## config.mk

```make
export PLATFORM = sky130hd
export DESIGN_NAME = trace_readout_er2
export DESIGN_NICKNAME = d
export VERILOG_FILES = /design/src/rtl/trace_readout_pkg.sv /design/src/rtl/er2_shift_reg.sv /design/src/rtl/trace_readout_er2.sv
export SDC_FILE = /design/constraint.sdc
export NUM_CORES = 1
export LEC_CHECK = 0
export CAP_MARGIN = 20
export CORE_MARGIN = 2
export CORE_UTILIZATION = 57
export CTS_CLUSTER_DIAMETER = 120
export DETAILED_ROUTE_END_ITERATION = 10
export PLACE_DENSITY_LB_ADDON = 0.3
export SYNTH_ARGS = -nofsm -noshare
export SYNTH_HDL_FRONTEND = slang
export SYNTH_SLANG_ARGS = --single-unit
```

## constraint.sdc

```tcl
create_clock -name clk -period 3.5 [get_ports clk]
set_input_delay 0.525 -clock clk [delete_from_list [all_inputs] [get_ports clk]]
set_output_delay 0.525 -clock clk [all_outputs]
set_load 0.01 [all_outputs]
```

## src/rtl/trace_readout_pkg.sv

```systemverilog
// Shared opcodes, FSM encoding and sizing helpers for the ER2 trace readout responder.
package trace_readout_pkg;

    localparam int CMD_W = 16;

    localparam logic [1:0] OP_NOP     = 2'b00;
    localparam logic [1:0] OP_STATUS  = 2'b01;
    localparam logic [1:0] OP_SETADDR = 2'b10;
    localparam logic [1:0] OP_READ    = 2'b11;

    typedef enum logic [1:0] {
        IDLE     = 2'b00,
        FETCH    = 2'b01,
        WAIT     = 2'b10,
        SHIFTING = 2'b11
    } state_t;

    function automatic int max_int(input int a, input int b);
        return (a > b) ? a : b;
    endfunction

endpackage

```

## src/rtl/er2_shift_reg.sv

```systemverilog
// Command capture register plus response shift register for the ER2 path.
// A parallel load of the response register always beats a shift in the same cycle.
module er2_shift_reg
    import trace_readout_pkg::*;
#(
    parameter int SRW = 11
) (
    input  logic             clk,
    input  logic             reset_n,
    input  logic             cmd_shift,
    input  logic             shift_bit,
    input  logic             sr_shift,
    input  logic             sr_load,
    input  logic [SRW-1:0]   sr_load_val,
    output logic [CMD_W-1:0] cmd_sr,
    output logic [SRW-1:0]   sr
);

    always_ff @(posedge clk or negedge reset_n) begin
        if (!reset_n) begin
            cmd_sr <= '0;
            sr     <= '0;
        end else begin
            // Host shifts LSB first, so new bits enter at the top.
            if (cmd_shift) begin
                cmd_sr <= {shift_bit, cmd_sr[CMD_W-1:1]};
            end
            if (sr_load) begin
                sr <= sr_load_val;
            end else if (sr_shift) begin
                sr <= {1'b0, sr[SRW-1:1]};
            end
        end
    end

endmodule

```

## src/rtl/trace_readout_er2.sv

```systemverilog
// Logic-analyser readout responder on the ER2 JTAG user register: decodes host commands
// and returns capture status or trace-RAM words, prefetching the next word automatically.
module trace_readout_er2
    import trace_readout_pkg::*;
#(
    parameter int TRACE_W = 6,
    parameter int ADDR_W  = 9
) (
    input  logic               clk,
    input  logic               reset_n,
    input  logic               ip_enable,
    input  logic               jce2,
    input  logic               jshift_stb,
    input  logic               jtdi,
    input  logic               jupdate_stb,
    output logic               er2_tdo,
    output logic               rd_en,
    output logic [ADDR_W-1:0]  rd_addr,
    input  logic [TRACE_W-1:0] rd_data,
    input  logic [ADDR_W-1:0]  cap_wr_ptr,
    input  logic               cap_wrapped,
    input  logic               cap_triggered,
    output logic               underrun
);

    localparam int SRW   = max_int(TRACE_W, ADDR_W + 2);
    localparam int CNT_W = (TRACE_W > 1) ? $clog2(TRACE_W) : 1;

    state_t           state;
    logic [CNT_W-1:0] bit_cnt;
    logic [CMD_W-1:0] cmd_sr;
    logic [SRW-1:0]   sr;
    logic [SRW-1:0]   sr_load_val;
    logic [1:0]       opcode;
    logic             shift_act;
    logic             upd_act;
    logic             shift_ok;
    logic             cmd_upd;
    logic             read_gap;
    logic             last_bit;
    logic             sr_load;
    logic             sr_shift;
    logic             unused_cmd;

    assign shift_act  = jshift_stb & jce2 & ip_enable;
    assign upd_act    = jupdate_stb & jce2 & ip_enable;
    assign shift_ok   = shift_act & ~upd_act;
    assign opcode     = cmd_sr[CMD_W-1 -: 2];
    assign cmd_upd    = upd_act & (opcode != OP_NOP);
    assign read_gap   = (state == FETCH) || (state == WAIT);
    assign last_bit   = (bit_cnt == CNT_W'(TRACE_W - 1));
    assign unused_cmd = &{1'b0, cmd_sr};

    // While a word is in flight the host sees zeros, whatever stale bits sr still holds.
    assign er2_tdo = ip_enable & sr[0] & ~read_gap;

    always_comb begin
        sr_load     = 1'b0;
        sr_load_val = '0;
        sr_shift    = 1'b0;
        if (upd_act && (opcode == OP_STATUS)) begin
            sr_load     = 1'b1;
            sr_load_val = SRW'({cap_wr_ptr, cap_wrapped, cap_triggered});
        end else if ((state == WAIT) && !cmd_upd) begin
            sr_load     = 1'b1;
            sr_load_val = SRW'(rd_data);
        end else if (shift_ok && !read_gap) begin
            sr_shift = 1'b1;
        end
    end

    er2_shift_reg #(
        .SRW(SRW)
    ) u_shift_reg (
        .clk        (clk),
        .reset_n    (reset_n),
        .cmd_shift  (shift_ok),
        .shift_bit  (jtdi),
        .sr_shift   (sr_shift),
        .sr_load    (sr_load),
        .sr_load_val(sr_load_val),
        .cmd_sr     (cmd_sr),
        .sr         (sr)
    );

    always_ff @(posedge clk or negedge reset_n) begin
        if (!reset_n) begin
            state    <= IDLE;
            bit_cnt  <= '0;
            rd_addr  <= '0;
            rd_en    <= 1'b0;
            underrun <= 1'b0;
        end else begin
            rd_en <= 1'b0;
            if (cmd_upd) begin
                case (opcode)
                    OP_STATUS: begin
                        state <= IDLE;
                    end
                    OP_SETADDR: begin
                        rd_addr  <= cmd_sr[ADDR_W-1:0];
                        bit_cnt  <= '0;
                        underrun <= 1'b0;
                        state    <= IDLE;
                    end
                    default: begin
                        state <= FETCH;
                        rd_en <= 1'b1;
                    end
                endcase
            end else begin
                case (state)
                    IDLE: begin
                        state <= IDLE;
                    end
                    FETCH: begin
                        state <= WAIT;
                        if (shift_ok) begin
                            underrun <= 1'b1;
                        end
                    end
                    WAIT: begin
                        bit_cnt <= '0;
                        state   <= SHIFTING;
                        if (shift_ok) begin
                            underrun <= 1'b1;
                        end
                    end
                    default: begin
                        // Last bit of the word kicks off the fetch of the next address.
                        if (shift_ok) begin
                            if (last_bit) begin
                                bit_cnt <= '0;
                                rd_addr <= rd_addr + ADDR_W'(1);
                                rd_en   <= 1'b1;
                                state   <= FETCH;
                            end else begin
                                bit_cnt <= bit_cnt + CNT_W'(1);
                            end
                        end
                    end
                endcase
            end
        end
    end

endmodule

```

==> summary.txt, run 1 <==
Place
  • Gpl congestion: 0.8650
  • Port-buffer cells: 35
  • Dpl ws: 719.3 ps
  • Placed Instances: 311
  • Post-DP HPWL: 3507 microns

Timing
  • WHS: 359.5 ps
  • Least-Margin Pin Slew: 943.5 ps
  • Slew Viols, Final: 0
  • Setup TNS: 0 ps
  • Fmax: 0.3941 GHz
  • Final Cycle Share: 72.50%
  • Worst clock skew: 4.937 ps
  • Final Critical Period: 2537 ps
  • Final worst setup slack: 962.5 ps
  • Final setup viols: 0
  • Fin. Hold Viols: 0
  • Slew headroom: 37.10%
  • RSZ-0062 raised after global routing: no

Power
  • Clk pwr share: 21.2%
  • Power per Cell Area: 688.7 mW/mm^2
  • Sw frac: 34.43%
  • Seq pwr share: 41.3%
  • Pint: 1.229 mW
  • Worst VDD drop: 0.4587 mV
  • Pleak: 1.212 nW
  • Switching power: 0.6455 mW
  • Logic pwr share: 37.5%

Clocking
  • Num CTS Buffers: 5
  • Max clock buf depth: 2
  • CTS tree: built
  • Root Buffer: clkbuf_8
  • Number of setup buffers added after CTS: 0
  • Post-cts sizing count: 0
  • Clk Latency, worst-skew pair: 300 ps
  • Clk pin slew, worst setup/hold paths: 90 ps
  • Clock sinks: 43
  • Htree depth: 2
  • CTS Hold Bufs: 0

Critical path
  • CP Max Fanout: 11
  • CP Capture Type: register
  • Critical path arrival: 2720 ps
  • Crit path kind: in -> reg
  • Setup slack, reg-to-reg: 1160 ps
  • CP max stage cell: a21oi_1
  • Cells along the critical path: clkdlybuf4s50_1, and4_1, a21oi_1, nand2_1, o221a_2
  • FF-to-FF Start: u_shift_reg.cmd_sr[15]
  • Worst setup SP type: input pin
  • Crit path from: jupdate_stb
  • Worst EP required: 3690 ps
  • CP peak stage delay: 590 ps
  • R2R Path End: u_shift_reg.sr[0]
  • Worst R2R Path Depth: 6

Drt
  • WL met1: 2292 microns
  • Vias: 1916
  • WL met2: 2400 microns
  • Drt first pass iters: 4
  • WL met3: 242 microns
  • Iter 0 DRT Violations: 181
  • Antenna-violating nets left: 0
  • Residual DRC count: 0
  • DR WL/cell: 15.70 microns
  • Total wire length: 5009 microns
  • Vias per cell: 6.006
  • Max layer used: met4

Synthesis
  • FF+latch count, synth: 43
  • Post-synth top area share: 47.59%
  • Ranking of synthesized cells by area: dfrtp_1, nand2_1, ha_1
  • Library cells used by synthesis: 49
  • Post-synthesis async set-or-reset flop share: 100.0%
  • Yosys warnings: 0
  • Prevailing post-synth register cell: dfrtp_1
  • Mean Syn Cell Area: 9.460 sq um
  • EDFF count, synth: 0
  • Mapped Area: 0.002261 sq mm
  • Register area share after synthesis: 47.59%
  • Syn Nets: 271
  • Synthesized instance count: 239
  • Largest area contributor in the netlist: dfrtp_1

Flow run
  • Maxcap violations: 0

GRT
  • Largest net degree at the start of global routing: 44
  • First-pass GRT wire length: 8121 microns
  • Vias in the first global route: 1724
  • Total Routing Usage GR: 24.36%
  • Initial antenna violation count: 0
  • Total congestion overflow: 0

Cells and area
  • Layout area overhead: 20.42%
  • Ant diodes: 0
  • Non-Filler Instances: 319
  • Share of layout cells above drive strength 1: 6.273%
  • Fill cell count: 297
  • Final core occ: 72.73%
  • Nets: 302
  • Sequential standard cell area: 0.001076 sq mm
  • Area of the multi-input gates: 0.001084 sq mm

Floorplan
  • Initial core utilization: 60.39%
  • Die Width: 66.98 microns
  • Core Footprint: 0.003744 sq mm
  • Total die area: 0.004486 sq mm
  • Die H: 66.98 microns
  • Io pins: 36
  • Std-Cell Rows: 22

Worst hold path
  • HP Class: in -> async

Status
  • Outcome: complete, no violations
[Yosys cell counts, types with 2 or more instances]
cell type / n
a32o_1: 2
inv_1: 9
mux2i_1: 2
or3_1: 3
o21ai_0: 9
a2bb2oi_1: 5
clkbuf_1: 3
buf_2: 5
o211ai_1: 2
nand2_1: 55
nor2b_1: 2
ha_1: 8
and4_1: 2
nor3_1: 6
nand3_1: 10
nor4_1: 3
o311a_1: 2
a211oi_1: 3
o22ai_1: 6
a21oi_1: 6
o21a_1: 2
and2_1: 4
buf_4: 2
and3b_1: 2
o41ai_1: 2
nand4b_1: 3
nor2_1: 10
nand4_1: 4
a22oi_1: 5
dfrtp_1: 43
[power by group through the flow]
| stage | Clock [mW] | Combinational (mW) | Sequential [mW] |
|---|---|---|---|
| 6_report | 0.398 | 0.703 | 0.774 |
| 5_1_grt | 0.422 | 0.777 | 0.796 |
| 4_1_cts | 0.404 | 0.707 | 0.771 |
| 3_5_place_dp | 0 | 0.699 | 0.780 |
| 3_3_place_gp | 0 | 0.678 | 0.773 |
| 2_1_floorplan | 0 | 0.453 | 0.775 |
[metal layers]
metal,track usage [%],up-vias
met3,5.236,9
met5,0,-
li1,-,927
met2,37.50,56
met4,6.633,0
met1,34.80,924
[sequential cells by signal, summed over array words and instances, names as in the netlist]
signal	cells
underrun	1
rd_en	1
state	2
rd_addr	9
u_shift_reg.cmd_sr	16
bit_cnt	3
u_shift_reg.sr	11
[area by class of cell]
type                    count  share of cell area (%)
clock inverters             3                   1.746
multi-input cells         175                   39.80
flip-flops and latches     43                   39.52
inverters                   9                   1.241
repair buffers             36                   12.96
well taps                  48                   2.206
clock buffers               5                   2.528
[worst max-delay path by stage]
stage	cells after the start	slack, ps	to
after floorplan	7	1640	u_shift_reg.sr[10]
after global placement	5	790	u_shift_reg.sr[0]
after detailed placement	5	720	u_shift_reg.sr[0]
after CTS	5	1000	u_shift_reg.sr[0]
after global routing	5	780	u_shift_reg.sr[0]
final	5	960	u_shift_reg.sr[0]
[placed cells by master, fill, tap and decap left out, types with 3 or more instances in the layout]
master           Yosys  layout
ha_1                 8       8
clkdlybuf4s50_1      0      34
nand4b_1             3       3
nand2_1             55      55
dfrtp_1             43      43
o21ai_0              9       9
inv_1                9       9
nor3_1               6       6
a22oi_1              5       5
a21oi_1              6       6
nand3_1             10      10
a2bb2oi_1            5       5
and2_1               4       4
nor2_1              10      10
o22ai_1              6       6
nor4_1               3       3
clkbuf_8             0       5
a211oi_1             3       3
or3_1                3       3
nand4_1              4       4
[cells by family after synthesis]
group	Yosys count	share of synthesized area (%)
AND/OR/NAND/NOR	112	24.85
AO/OA/AOI/OAI	53	17.76
flip-flops	43	47.59
buffers and inverters	21	4.482
adder cells (fa/ha/maj)	8	4.427
multiplexers	2	0.8855
[per-stage QoR]
step / area [sq um] / total power, mW
3_3_place_gp: 2606 / 1.451
2_1_floorplan: 2261 / 1.228
3_5_place_dp: 2606 / 1.479
6_report: 2723 / 1.875
4_1_cts: 2723 / 1.882
5_1_grt: 2723 / 1.995
[worst max-delay path: cells and delay by family]
kind | cells | cell delay [ps]
buf+inv | 1 | 520
simple gates | 2 | 740
compound gates | 2 | 930
Note: power is estimated with default switching activity, not from simulation.
==> inputs of run 2 (changes only) <==
CORE_UTILIZATION = 48   (was 57)
clock period = 2.2 ns   (was 3.5 ns; I/O delays follow)
==> summary.txt, run 2 (synthesis results as in run 1) <==
Power
  • Worst VDD drop: 0.4914 mV
  • Pleak: 1.239 nW
  • Power per Cell Area: 1032 mW/mm^2

Floorplan
  • Initial core utilization: 50.87%
  • Core Footprint: 0.004444 sq mm
  • Die Width: 72.63 microns
  • Io pins: 36
  • Total die area: 0.005275 sq mm
  • Die H: 72.63 microns
  • Std-Cell Rows: 24

Clocking
  • CTS tree: built
  • Num CTS Buffers: 5
  • Clk pin slew, worst setup/hold paths: 80 ps
  • Max clock buf depth: 2
  • Number of setup buffers added after CTS: 0
  • Root Buffer: clkbuf_8
  • Clock sinks: 43
  • Htree depth: 2
  • Clk Latency, worst-skew pair: 300 ps

Timing
  • Final Cycle Share: 96.78%
  • Slew headroom: 70.23%
  • Least-Margin Pin Slew: 446.5 ps
  • Fmax: 0.4697 GHz
  • Final setup viols: 0
  • Worst clock skew: 7.876 ps
  • Fin. Hold Viols: 0
  • RSZ-0062 raised after global routing: no
  • Slew Viols, Final: 0
  • Setup TNS: 0 ps
  • Final worst setup slack: 70.95 ps
  • Final Critical Period: 2129 ps

Worst hold path
  • HP Class: in -> async

Critical path
  • CP Max Fanout: 6
  • Crit path from: state[0]
  • CP delay by family, top: buffers and inverters
  • FF-to-FF Start: state[0]
  • Crit path buffers/inverters: 2
  • CP max stage cell: clkdlybuf4s50_1
  • CP Capture Type: primary output
  • Worst R2R Path Depth: 6
  • Crit path kind: reg -> out
  • CP peak stage delay: 540 ps
  • Worst setup SP type: register
  • Setup slack, reg-to-reg: 280 ps
  • Worst EP required: 1870 ps
  • Critical Path Stages: 4
  • Cells along the critical path: inv_2, ha_4, and3b_1, clkdlybuf4s50_1
  • Critical path arrival: 1800 ps
  • R2R Path End: u_shift_reg.sr[8]

Drt
  • Residual DRC count: 0
  • Vias per cell: 5.898
  • DR WL/cell: 15.47 microns
  • Total wire length: 5135 microns
  • WL met2: 2387 microns
  • WL met1: 2451 microns
  • Iter 0 DRT Violations: 229
  • Vias: 1958
  • Drt first pass iters: 6
  • Max layer used: met4
  • Antenna-violating nets left: 0
  • WL met3: 200 microns

Place
  • Post-DP HPWL: 3718 microns
  • Port-buffer cells: 35
  • Dpl ws: 129.4 ps
  • Placed Area: 0.002686 sq mm
  • Gpl congestion: 0.8105

Cells and area
  • Ant diodes: 0
  • Fill cell count: 368
  • Commonest non-fill, non-tap cell in the layout: nand2_1
  • Biggest regs: u_shift_reg.cmd_sr x16, u_shift_reg.sr x11, rd_addr x9
  • Most frequent cells in the layout: nand2_1, dfrtp_1, clkdlybuf4s50_1, buf_4
  • Nets: 313
  • Most flops, register: u_shift_reg.cmd_sr
  • Final Cell Area: 0.002781 sq mm
  • Layout area overhead: 23.02%
  • Max reg flops: 16
  • Share of layout cells above drive strength 1: 9.643%

Status
  • Outcome: complete, no violations

GRT
  • Total Routing Usage GR: 21.25%
  • First-pass GRT wire length: 8666 microns
  • Largest net degree at the start of global routing: 18
  • Total congestion overflow: 0
  • Initial antenna violation count: 0
  • Vias in the first global route: 1792

Flow run
  • Maxcap violations: 0
-- run 2: cell count changes in the layout (fill, tap and decap cells not counted), sizes merged --
cell	delta
buf	+10
bufinv	-1
clkbuf	+1
clkinv	-1
dlygate4sd3	+1
inv	-1
-- run 2: stage by stage --
stage	util [%]	hold WS, ps	cells	power [mW]
floorplan	-	34.41	239	1.954
global placement	60.44	264.3	325	2.343
detailed placement	60.44	266.8	325	2.369
CTS	62.58	472.8	332	2.882
global route	62.58	487.2	332	3.074
finish	62.58	463.4	332	2.870
-- run 2: power by group --
group	internal (mW)	switching (mW)	total [mW]
registers	1.04	0.200	1.24
logic	0.616	0.543	1.16
clock network	0.212	0.257	0.469
-- run 2: layout make-up --
| class | count | area [sq um] | share of cell area, % |
|---|---|---|---|
| Clock buffer | 6 | 72.57 | 2.609 |
| Inverter | 9 | 33.78 | 1.215 |
| Multi-Input combinational cell | 175 | 1096 | 39.41 |
| Sequential cell | 43 | 1076 | 38.69 |
| Tap cell | 52 | 65.06 | 2.339 |
| Timing Repair Buffer | 47 | 437.9 | 15.74 |
-- run 2: worst reg2reg max path, cell delays in order (launching register included) --
cell       delay [ps]
dfrtp_1           420
inv_2              80
ha_4              260
nand4b_1          230
or2_2             410
nand2_1           230
a2bb2oi_1         200
-- run 2: routing by layer --
| metal | global-route usage [%] | vias up |
|---|---|---|
| li1 | - | 943 |
| met1 | 30.23 | 941 |
| met2 | 32.22 | 66 |
| met3 | 3.729 | 8 |
| met4 | 8.642 | 0 |
| met5 | 0 | - |
-- run 2: worst max-delay path by stage --
stage	end
2_1_floorplan	u_shift_reg.sr[10]
3_3_place_gp	rd_addr[6]
3_5_place_dp	rd_addr[6]
4_1_cts	er2_tdo
5_1_grt	er2_tdo
6_report	er2_tdo
-- run 2: what timing repair did --
item / 4_1_cts / 5_1_grt
hold buffers: 1 / 0
endpoints found under the hold margin: 15 / 0
resized for setup: 1 / 2
setup endpoints to repair: 1 / 1
